**src/rtl/pc_sequencer.sv**
```systemverilog
// -----------------------------------------------------------------------------
// pc_sequencer
//   Program-counter controller for the 16-bit single-cycle CPU. Owns the PC
//   register, selects the next fetch address from sequential, branch, jump,
//   interrupt-vector or return-from-interrupt sources, and manages stall,
//   halt and a single-level interrupt with a saved return address (EPC).
//
// Ports
//   clk           in   system clock, rising-edge active
//   rst           in   asynchronous active-high reset
//   stall         in   hold PC and all state (a pending irq stays latched)
//   halt          in   enter HALT; only rst leaves it
//   jump          in   absolute jump request
//   jump_target   in   [15:0] jump address, bit 0 forced to 0
//   branch_taken  in   PC-relative branch request
//   branch_offset in   [7:0] signed word offset
//   reti          in   return from interrupt
//   irq           in   interrupt request (level or pulse, latched)
//   pc            out  [15:0] current fetch address
//   pc_plus2      out  [15:0] pc + 2, wrapping
//   pc_valid      out  pc is a valid fetch this cycle
//   epc           out  [15:0] saved return address
//   irq_ack       out  one-cycle pulse during the interrupt-entry bubble
//   int_en        out  interrupts enabled
//   halted        out  high in HALT
// -----------------------------------------------------------------------------
module pc_sequencer #(
  parameter logic [15:0] RESET_VEC = 16'h0000,
  parameter logic [15:0] IRQ_VEC   = 16'h0010
) (
  input  logic        clk,
  input  logic        rst,
  input  logic        stall,
  input  logic        halt,
  input  logic        jump,
  input  logic [15:0] jump_target,
  input  logic        branch_taken,
  input  logic [7:0]  branch_offset,
  input  logic        reti,
  input  logic        irq,
  output logic [15:0] pc,
  output logic [15:0] pc_plus2,
  output logic        pc_valid,
  output logic [15:0] epc,
  output logic        irq_ack,
  output logic        int_en,
  output logic        halted
);

  typedef enum logic [1:0] {
    RUN       = 2'd0,
    IRQ_ENTRY = 2'd1,
    HALT      = 2'd2
  } state_t;

  state_t      state_q, state_d;
  logic [15:0] pc_q, pc_d;
  logic [15:0] epc_q, epc_d;
  logic        int_en_q, int_en_d;
  logic        irq_pending_q, irq_pending_d;
  logic        irq_ack_q, irq_ack_d;
  logic [15:0] nxt;
  logic [15:0] branch_disp;

  // Sign-extended word offset scaled to bytes.
  assign branch_disp = {{7{branch_offset[7]}}, branch_offset, 1'b0};
  assign pc_plus2    = pc_q + 16'd2;

  // Candidate next PC; reti outranks jump, which outranks branch.
  always_comb begin
    if (reti)              nxt = epc_q;
    else if (jump)         nxt = jump_target & 16'hFFFE;
    else if (branch_taken) nxt = pc_plus2 + branch_disp;
    else                   nxt = pc_plus2;
  end

  always_comb begin
    // NOTE: every signal driven here gets a default first so that no path
    // leaves it unassigned, which would otherwise infer a latch.
    state_d       = state_q;
    pc_d          = pc_q;
    epc_d         = epc_q;
    int_en_d      = int_en_q;
    irq_ack_d     = 1'b0;
    irq_pending_d = irq_pending_q | irq;

    unique case (state_q)
      RUN: begin
        if (halt) begin
          state_d = HALT;
        end else if (stall) begin
          // Everything holds; only the irq latch keeps sampling.
        end else if (irq_pending_q && int_en_q) begin
          pc_d          = IRQ_VEC;
          epc_d         = nxt;
          int_en_d      = 1'b0;
          // A request still high on the accepting edge re-arms the latch.
          irq_pending_d = irq;
          irq_ack_d     = 1'b1;
          state_d       = IRQ_ENTRY;
        end else begin
          pc_d = nxt;
          if (reti) int_en_d = 1'b1;
        end
      end
      IRQ_ENTRY: begin
        state_d = halt ? HALT : RUN;
      end
      HALT: begin
        irq_pending_d = irq_pending_q;
      end
      default: begin
        state_d = RUN;
      end
    endcase
  end

  // NOTE: state registers use non-blocking assignments so every flop samples
  // the pre-edge values regardless of statement order.
  always_ff @(posedge clk or posedge rst) begin
    if (rst) begin
      state_q       <= RUN;
      pc_q          <= RESET_VEC;
      epc_q         <= 16'h0000;
      int_en_q      <= 1'b1;
      irq_pending_q <= 1'b0;
      irq_ack_q     <= 1'b0;
    end else begin
      state_q       <= state_d;
      pc_q          <= pc_d;
      epc_q         <= epc_d;
      int_en_q      <= int_en_d;
      irq_pending_q <= irq_pending_d;
      irq_ack_q     <= irq_ack_d;
    end
  end

  assign pc       = pc_q;
  assign epc      = epc_q;
  assign int_en   = int_en_q;
  assign irq_ack  = irq_ack_q;
  assign pc_valid = (state_q == RUN);
  assign halted   = (state_q == HALT);

endmodule

```
**config.mk**
```make
export PLATFORM = sky130hd
export DESIGN_NAME = pc_sequencer
export DESIGN_NICKNAME = d
export VERILOG_FILES = /design/src/rtl/pc_sequencer.sv
export SDC_FILE = /design/constraint.sdc
export NUM_CORES = 1
export LEC_CHECK = 0
export ABC_AREA = 1
export CELL_PAD_IN_SITES_DETAIL_PLACEMENT = 1
export CELL_PAD_IN_SITES_GLOBAL_PLACEMENT = 2
export CORE_ASPECT_RATIO = 0.7
export CORE_MARGIN = 2
export CORE_UTILIZATION = 26
export CTS_CLUSTER_DIAMETER = 40
export DETAILED_ROUTE_END_ITERATION = 16
export PLACE_DENSITY_LB_ADDON = 0.1
export SLEW_MARGIN = 30
export SYNTH_ARGS = -nofsm -noshare
export SYNTH_HDL_FRONTEND = slang
export SYNTH_SLANG_ARGS = --single-unit
```
**constraint.sdc**
```tcl
create_clock -name clk -period 2.7 [get_ports clk]
set_clock_uncertainty 0.05 [all_clocks]
set_input_delay 0.54 -clock clk [delete_from_list [all_inputs] [get_ports clk]]
set_output_delay 0.54 -clock clk [all_outputs]
set_load 0.03 [all_outputs]
```
## After elaboration in Yosys (flattened, before gate mapping)

Index checks and enable logic that the tools add are counted.

| storage, ports and cells | value |
|---|---|
| word-level logic and storage cells | 42 |
| output and inout bits | 52 |
| register bits after elaboration | 37 |

| cells by class | value |
|---|---|
| reductions and logical operators | 7 |
| multiplexer cells | 19 |
| equal/unequal tests | 4 |
| add/subtract/negate cells | 2 |
| bitwise logic cells | 4 |

Operators with widths:

| kind | count |
|---|---|
| $mux W16 | 4 |
| $add A16 B16 Y16 | 1 |
| $add A16 B2 Y16 const B | 1 |
| $mux W1 | 9 |
| $mux W2 | 4 |
| $reduce_and A4 Y1 | 2 |
| $pmux W2 S3 | 1 |
| $reduce_and A3 Y1 | 2 |
| $ne A3 B2 Y1 const B | 1 |
| $ne A3 B3 Y1 const B | 1 |
| $not A1 Y1 | 3 |
| $eq A2 B1 Y1 const B | 1 |
| $eq A2 B2 Y1 const B | 1 |
| $logic_not A2 Y1 | 1 |
| $pmux W1 S2 | 1 |
| $reduce_bool A2 Y1 | 1 |
| $logic_and A1 B1 Y1 | 1 |
| $or A1 B1 Y1 | 1 |

## Depth between registers and ports, before layout

Gate-level depths: netlist of run 1.

| depth | value |
|---|---|
| word-level depth | 6 |
| gate-level depth with buffers | 22 |
| depth with buffers taken out | 22 |

## Least setup slack after synthesis of run 1

No wires, ideal clock.

| path | value |
|---|---|
| path type | register to register |
| from | register pc_q[1] (netlist: pc[1]) |
| to | register pc_q[14] (netlist: pc[14]) |
| path buffers | 0 |
| stages on the path, launching flop included | 18 |
| arrival | 2.940 ns |
| slack | -0.407 ns |
| clock period less this slack | 3.107 ns |
| cells stage by stage | dfrtp_1 ha_1 nand3_4 nor2_8 nand2_4 xnor2_1 ha_1 a21o_1 nand3_1 nand2_1 nor2_1 nand2_1 nand2_1 nand3_1 nand2_1 nand2_1 nand2_1 nand2_1 |

| on the way | value |
|---|---|
| longest elaborated chain between the ends | 6 |

Ends and longest elaborated chain:

| item | RTL line | text |
|---|---|---|
| from (decl) | 57 | `logic [15:0] pc_q, pc_d;` |
| from (signal assigned) | 130 | `pc_q <= pc_d;` |
| $add A16 B2 Y16 | 67 | `assign pc_plus2 = pc_q + 16'd2;` |
| net pc_plus2[11] | 42 | `output logic [15:0] pc_plus2,` |
| $add A16 B16 Y16 | 73 | `else if (branch_taken) nxt = pc_plus2 + branch_disp;` |
| $mux W16 | 73 |  |
| $mux W16 | 72 | `else if (jump) nxt = jump_target & 16'hFFFE;` |
| $mux W16 | 71 | `if (reti) nxt = epc_q;` |
| $mux W16 | 93 | `end else if (irq_pending_q && int_en_q) begin` |

The timed path passes the listed nets, and every way through them passes these cells.
A chain may end at the register's enable or synchronous reset.

## Worst setup path after layout of run 1

| path | value |
|---|---|
| from | register pc_q[3] (netlist: pc[3]) |
| to | output port pc_plus2[4] |

| on the way | value |
|---|---|
| longest elaborated chain between the ends | 1 |

Ends and longest elaborated chain:

| item | RTL line |
|---|---|
| $add A16 B2 Y16 | 67 |
| to (decl) | 42 |

No other way between the ends.

==> results.py, run 1 <==
metrics = {
    "outcome": {
        "outcome": "finished clean",
    },
    "yosys": {
        "syn_inst": 444,
        "synth_edf_count": 0,
        "synthSimpleGateAreaFrac": 0.361,
        "synth.avg_cell_area_um2": 6.79,
        "yosys-top-cells-area": "dfrtp_1, nand2_1, ha_1",
        "syn_nets": 494,
        "yosys.area_share.adder": 0.0772,
        "ys_types": 41,
        "async_flop_share": 1.00,
        "yosysTopAreaCell": "dfrtp_1",
        "syn_area_mm2": 0.00302,
        "synth_top_family_by_area": "simple AND/OR/NAND/NOR gates",
        "yosys.area.top_type_share": 0.299,
        "synth-xor-area-share": 0.0490,
        "synth_compound_area_frac": 0.125,
        "synth_seq_area_share": 0.307,
        "synth_mux_area_frac": 0,
        "synth_seq_cells": 37,
        "yosysWarnings": 0,
        "ys.flop_type": "dfrtp_1",
    },
    "layout": {
        "antenna_cells": 0,
        "fin_area_mm2": 0.00497,
        "syn_to_final_growth_pct": 64.8,
        "nFillCells": 1343,
        "final_common_cell": "nand2_1",
        "layout_common_cells": "nand2_1, clkdlybuf4s50_1, buf_4",
        "layout.nets": 633,
        "drive_above_1_share": 0.265,
    },
    "critical_path": {
        "crit_family": "buffers and inverters",
        "path_cells": "nand3_2 > buf_4 > xor2_4 > buf_4 > clkdlybuf4s50_1",
        "crit_top_cell": "buf_4",
        "cpMaxStageDelayCell": "clkdlybuf4s50_1",
        "cp.required_ns": 2.11,
        "crit_buf_inv": 3,
        "cp_max_fo": 5,
        "setup.worst_path.end_class": "primary output",
        "arrival_ns": 2.00,
        "worstSetupStartpointType": "register",
        "setup.worst_path.class": "reg -> out",
        "worst_path_largest_cell_delay_ns": 0.67,
    },
    "detailed_routing": {
        "wl_per_cell_um": 15.6,
        "drc": 0,
        "wirelength_um": 11500,
        "first_pass_iters": 4,
        "vias_per_cell": 4.62,
        "route.vias.total": 3408,
        "ant_nets": 0,
        "drt_iter0_markers": 100,
    },
    "clock_tree": {
        "insertion_delay_ns": 0.28,
        "path_clk_slew_ns": 0.06,
        "cts_buffer_depth": 2,
        "cts_root_buffer": "clkbuf_16",
        "hold_buffers": 0,
        "clock_sinks": 37,
        "htree_levels": 2,
        "cts_buffers": 5,
        "cts_tree": "built",
    },
    "grt": {
        "antenna_found_initial": 0,
        "grt_pass1_vias": 3500,
        "grt_max_degree": 38,
        "grt_pass1_wl_um": 18000,
        "overflow": 0,
        "grt_usage": 0.185,
    },
    "timing": {
        "rsz0062_at_grt": "true",
        "period_share": 0.961,
        "setup_ws_ns": 0.106,
        "fin_crit_ns": 2.59,
        "drv_slew": 0,
        "fmax_ghz": 0.386,
        "worst_slew_pin_slew_ns": 0.501,
        "finalSetupViolCount": 0,
        "hold_violations": 0,
        "slew_headroom": 0.666,
    },
    "die": {
        "fp.dieH_um": 94.1,
        "pin_count": 84,
        "coreArea_mm2": 0.0112,
        "die_area_mm2": 0.0125,
        "initial_core_util": 0.270,
        "die_w_um": 133,
        "rows": 32,
    },
    "flow_run": {
        "drv_cap": 0,
    },
    "hold_path": {
        "min_path_type": "reg -> reg",
    },
    "placement": {
        "place_hpwl_um": 9140,
        "place.gp.congestion": 0.807,
        "portBuffers": 82,
        "place_area_mm2": 0.00446,
        "dp_slack_ns": -0.269,
    },
    "power": {
        "ir_worst_vdd_mv": 0.503,
        "leakage_nw": 2.43,
        "power_density_mw_per_mm2": 1060,
    },
}
[metrics by stage]
| stage | power [mW] | util | instances | hold WS [ns] | setup TNS, ns |
|---|---|---|---|---|---|
| 2_1_floorplan | 2.88 | - | 444 | 0.415 | -0.0506 |
| 3_3_place_gp | 4.31 | 0.399 | 719 | 0.434 | -1.76 |
| 3_5_place_dp | 4.36 | 0.399 | 719 | 0.446 | -2.52 |
| 4_1_cts | 5.00 | 0.415 | 730 | 0.463 | 0 |
| 5_1_grt | 5.68 | 0.445 | 737 | 0.476 | -0.447 |
| 6_report | 5.28 | 0.445 | 737 | 0.459 | 0 |
[logic make-up after synthesis]
| group | Yosys count |
|---|---|
| adders and majority gates | 18 |
| xor gates and xnor gates | 16 |
| AOI/OAI and AO/OA | 66 |
| DFF | 37 |
| and+or+nand+nor | 245 |
| buffers and inverters | 62 |
[worst reg2reg max path: stages (launching register included)]
cell and delay [ns]:
dfrtp_2 0.41, ha_4 0.16, nand3_4 0.10, nor2_8 0.15
nand2_4 0.09, nor2_4 0.14, xor2_4 0.21, ha_4 0.24
nand2_2 0.07, inv_1 0.04, nand2_1 0.05, nand2_1 0.04
a21oi_1 0.12, nand2_1 0.10, inv_1 0.07, nand2_1 0.05
nand3_1 0.06, nand2_1 0.06, nand2_1 0.05, nand2_1 0.06
nand2_1 0.06, nand2_1 0.06
[cells in the mapped netlist, drive strengths merged (2+ instances only)]
master / count
clkbuf: 6
ha: 17
xor2: 11
nand4: 5
a21oi: 20
a31o: 2
dfrtp: 36
buf: 5
inv: 50
o21ai: 26
nand2: 160
o22ai: 7
nand3: 31
or2: 7
nor2: 38
o21bai: 6
xnor2: 5
[repair_timing]
action,4_1_cts,5_1_grt
endpoints found under the setup margin,13,25
pin swaps,4,23
gates cloned,0,0
resized for setup,12,58
buffers inserted,3,7
[path summary, 6_finish.rpt]
kind / startpoint / endpoint / slack, ns / cells past startpoint
max reg2reg: pc[2] / pc[15] / 0.13 / 21
max in group asynchronous: rst / pc[2] / 1.59 / 3
min: epc[8] / epc[8] / 0.46 / 2
min in group asynchronous: rst / irq_ack / 0.62 / 3
min reg2reg: epc[8] / epc[8] / 0.46 / 2
max: pc[3] / pc_plus2[4] / 0.11 / 5
[where the power goes]
part	total, mW	internal (mW)	switching, mW
clock	0.590	0.368	0.221
combinational	3.69	1.63	2.05
sequential	1.01	0.785	0.224
[state kept, by name, summed over array words and instances (netlist names)]
name	count
epc	16
int_en	1
irq_ack	1
irq_pending_q	1
pc	16
state_q	2
[layer usage]
| layer | part of all wire | routed length (um) | global-route usage |
|---|---|---|---|
| met4 | 0.0017 | 19 | 0.0233 |
| met1 | 0.50 | 5740 | 0.255 |
| met5 | 0 | 0 | 0 |
| met3 | 0.034 | 389 | 0.0340 |
| met2 | 0.46 | 5330 | 0.309 |
[area by class of cell]
cell class / count / area [um^2] / area share
multi-input cells: 345 / 2220 / 0.447
flip-flops and latches: 37 / 933 / 0.188
inverters: 51 / 191 / 0.0385
well taps: 153 / 191 / 0.0385
clock buffers: 8 / 146 / 0.0295
repair buffers: 143 / 1280 / 0.259
No activity file was read; power rests on OpenSTA's default activity.
==> run 2, diff against run 1 <==
- REMOVE_ABC_BUFFERS: default -> 1
==> run 2 against run 1 <==
Compared with the run above: utilization is 1.1 points higher; final area grew 2.4%; maximum frequency shrank 2.8%; wire length is 4.3% higher; total power up 3.2%; first-iteration DRC count up 2.0%; clock power down 3.7%; die area stayed put; critical path depth is 12 higher.
==> results.py, run 2 (synthesis gave the netlist of run 1 again) <==
metrics = {
    "power": {
        "seqPwrFrac": 0.185,
        "fin_total_pwr_mw": 5.45,
        "power_density_mw_per_mm2": 1070,
        "switchingPower_mw": 2.61,
        "clkPwrFrac": 0.104,
        "ir_worst_vdd_mv": 0.414,
        "p_int_mw": 2.84,
        "power_frac_comb": 0.711,
        "leakage_nw": 2.48,
        "swShare": 0.480,
    },
    "critical_path": {
        "cpMaxStageDelayCell": "dfrtp_1",
        "r2r_slack_ns": 0.03,
        "crit_top_cell": "nand2_1",
        "worstSetupStartpointType": "register",
        "worst_path_largest_cell_delay_ns": 0.40,
        "cp.required_ns": 2.82,
        "arrival_ns": 2.78,
        "setup.worst_path.end_class": "register",
        "cp_max_fo": 4,
        "setup.worst_path.class": "reg -> reg",
        "path_cells": "buf_4 > nand3_4 > nor2_8 > nand2_4 > nor2_4 > xor2_2 > ha_4 > a21oi_1 > nand2_1 > nor2_4 > nand2_1 > nand2_1 > nand3_2 > nand2_2 > nand2_2 > nand2_1 > nand2_1",
    },
    "die": {
        "die_w_um": 133,
        "pin_count": 84,
        "coreArea_mm2": 0.0112,
        "fp.dieH_um": 94.1,
        "initial_core_util": 0.270,
        "rows": 32,
        "die_area_mm2": 0.0125,
    },
    "placement": {
        "place_hpwl_um": 9350,
        "portBuffers": 82,
        "place.gp.congestion": 0.779,
        "dpl.cell_count": 726,
        "dp_slack_ns": -0.352,
    },
    "grt": {
        "grt_pass1_vias": 3583,
        "antenna_found_initial": 0,
        "grt_pass1_wl_um": 18600,
        "grt_most_used_layer": "met2",
        "use_met3": 0.0329,
        "overflow": 0,
        "grt_usage": 0.191,
        "grt_util_met2": 0.325,
        "grt_max_degree": 38,
        "grtUsageMet1": 0.262,
    },
    "outcome": {
        "outcome": "finished clean",
    },
    "flow_run": {
        "drv_cap": 0,
    },
    "timing": {
        "whs_ns": 0.454,
        "totalNegativeSetupSlack_ns": 0,
        "slew_headroom": 0.670,
        "hold_violations": 0,
        "drv_slew": 0,
        "fmax_ghz": 0.375,
        "worst_slew_pin_slew_ns": 0.495,
        "fin_crit_ns": 2.67,
        "setup_ws_ns": 0.0321,
        "finalSetupViolCount": 0,
        "rsz0062_at_grt": "true",
        "period_share": 0.988,
    },
    "layout": {
        "layout_common_cells": "nand2_1, clkdlybuf4s50_1, buf_4",
        "nFillCells": 1345,
        "finalNonFillerCells": 743,
        "antenna_cells": 0,
        "drive_above_1_share": 0.295,
        "syn_to_final_growth_pct": 68.7,
        "final_common_cell": "nand2_1",
        "layout.nets": 639,
    },
    "clock_tree": {
        "cts_tree": "built",
        "cts_buffer_depth": 2,
        "htree_levels": 2,
        "hold_buffers": 0,
        "path_clk_slew_ns": 0.06,
        "cts_root_buffer": "clkbuf_16",
        "insertion_delay_ns": 0.28,
        "cts_buffers": 5,
        "clock_sinks": 37,
    },
    "detailed_routing": {
        "vias_per_cell": 4.64,
        "ant_nets": 0,
        "first_pass_iters": 4,
        "drc": 0,
        "drt_iter0_markers": 102,
        "route.vias.total": 3444,
        "wl_per_cell_um": 16.1,
        "wirelength_um": 12000,
    },
    "hold_path": {
        "min_path_type": "reg -> reg",
    },
}
run 2: changes by cell type in the layout (fill, tap and decap cells not counted), moves of 3 or more:
| cell | before | now |
|---|---|---|
| dfrtp_1 | 31 | 35 |
| dfrtp_2 | 5 | 1 |
| nand2_2 | 12 | 17 |
| nand2_1 | 144 | 139 |
| buf_4 | 60 | 66 |
| dlymetal6s2s_1 | 2 | 5 |
| nor2_4 | 4 | 10 |
| nor2_1 | 27 | 22 |
| dlygate4sd2_1 | 6 | 3 |
run 2: path summary, 6_finish.rpt:
| kind | to | start | depth (start not counted) |
|---|---|---|---|
| worst max-delay path | pc[14] | pc[3] | 17 |
| worst min-delay path | int_en | int_en | 2 |
| worst max register to register | pc[14] | pc[3] | 17 |
| worst min register to register | int_en | int_en | 2 |
| max in group asynchronous | pc[8] | rst | 3 |
| min in group asynchronous | epc[14] | rst | 3 |
run 2: area by class of cell:
class,instances,area (um^2),share of cell area
Timing Repair Buffer,149,1360,0.267
Multi-Input combinational cell,345,2280,0.448
Sequential cell,37,928,0.182
Tap cell,153,191,0.0376
Inverter,51,191,0.0376
Clock inverter,1,5.00,0.000984
Clock buffer,7,133,0.0261
run 2: repair_timing:
action,4_1_cts,5_1_grt
pin swaps,4,36
resized for setup,15,88
buffers inserted,2,7
cloned,0,0
endpoints found under the setup margin,18,26
run 2: layer usage:
layer  vias up  routed length [um]  share of wire
met2        61                5690           0.47
met1      1660                5850           0.49
met5         -                   0              0
met3         4                 396          0.033
met4         0                  34         0.0028
li1       1719                   -              -
run 2: per-stage QoR:
| stage | util | area [um^2] |
|---|---|---|
| 4_1_cts | 0.415 | 4630 |
| 3_5_place_dp | 0.396 | 4430 |
| 3_3_place_gp | 0.396 | 4430 |
| 6_report | 0.455 | 5090 |
| 2_1_floorplan | - | 2960 |
| 5_1_grt | 0.455 | 5090 |
run 2: critical path: cells and delay by family (launching register included):
family                     cells  cell delay [ns]
and+or+nand+nor               13             1.24
xor gates and xnor gates       1             0.23
adders and majority gates      1             0.26
buffers and inverters          1             0.19
DFF                            1             0.40
AOI/OAI and AO/OA              1             0.18
run 2: power groups by stage:
stage / clock network, mW / logic [mW] / registers, mW
4_1_cts: 0.578 / 3.46 / 1.00
3_5_place_dp: 0 / 3.39 / 1.01
3_3_place_gp: 0 / 3.32 / 0.999
5_1_grt: 0.608 / 4.19 / 1.04
6_report: 0.568 / 3.88 / 1.01
2_1_floorplan: 0 / 1.38 / 1.41
==> run 3, diff against run 2 <==
- HOLD_SLACK_MARGIN: default -> 0.06
==> results of run 3 <==
The final DEF is identical to that of run 2; final timing and power are the same.
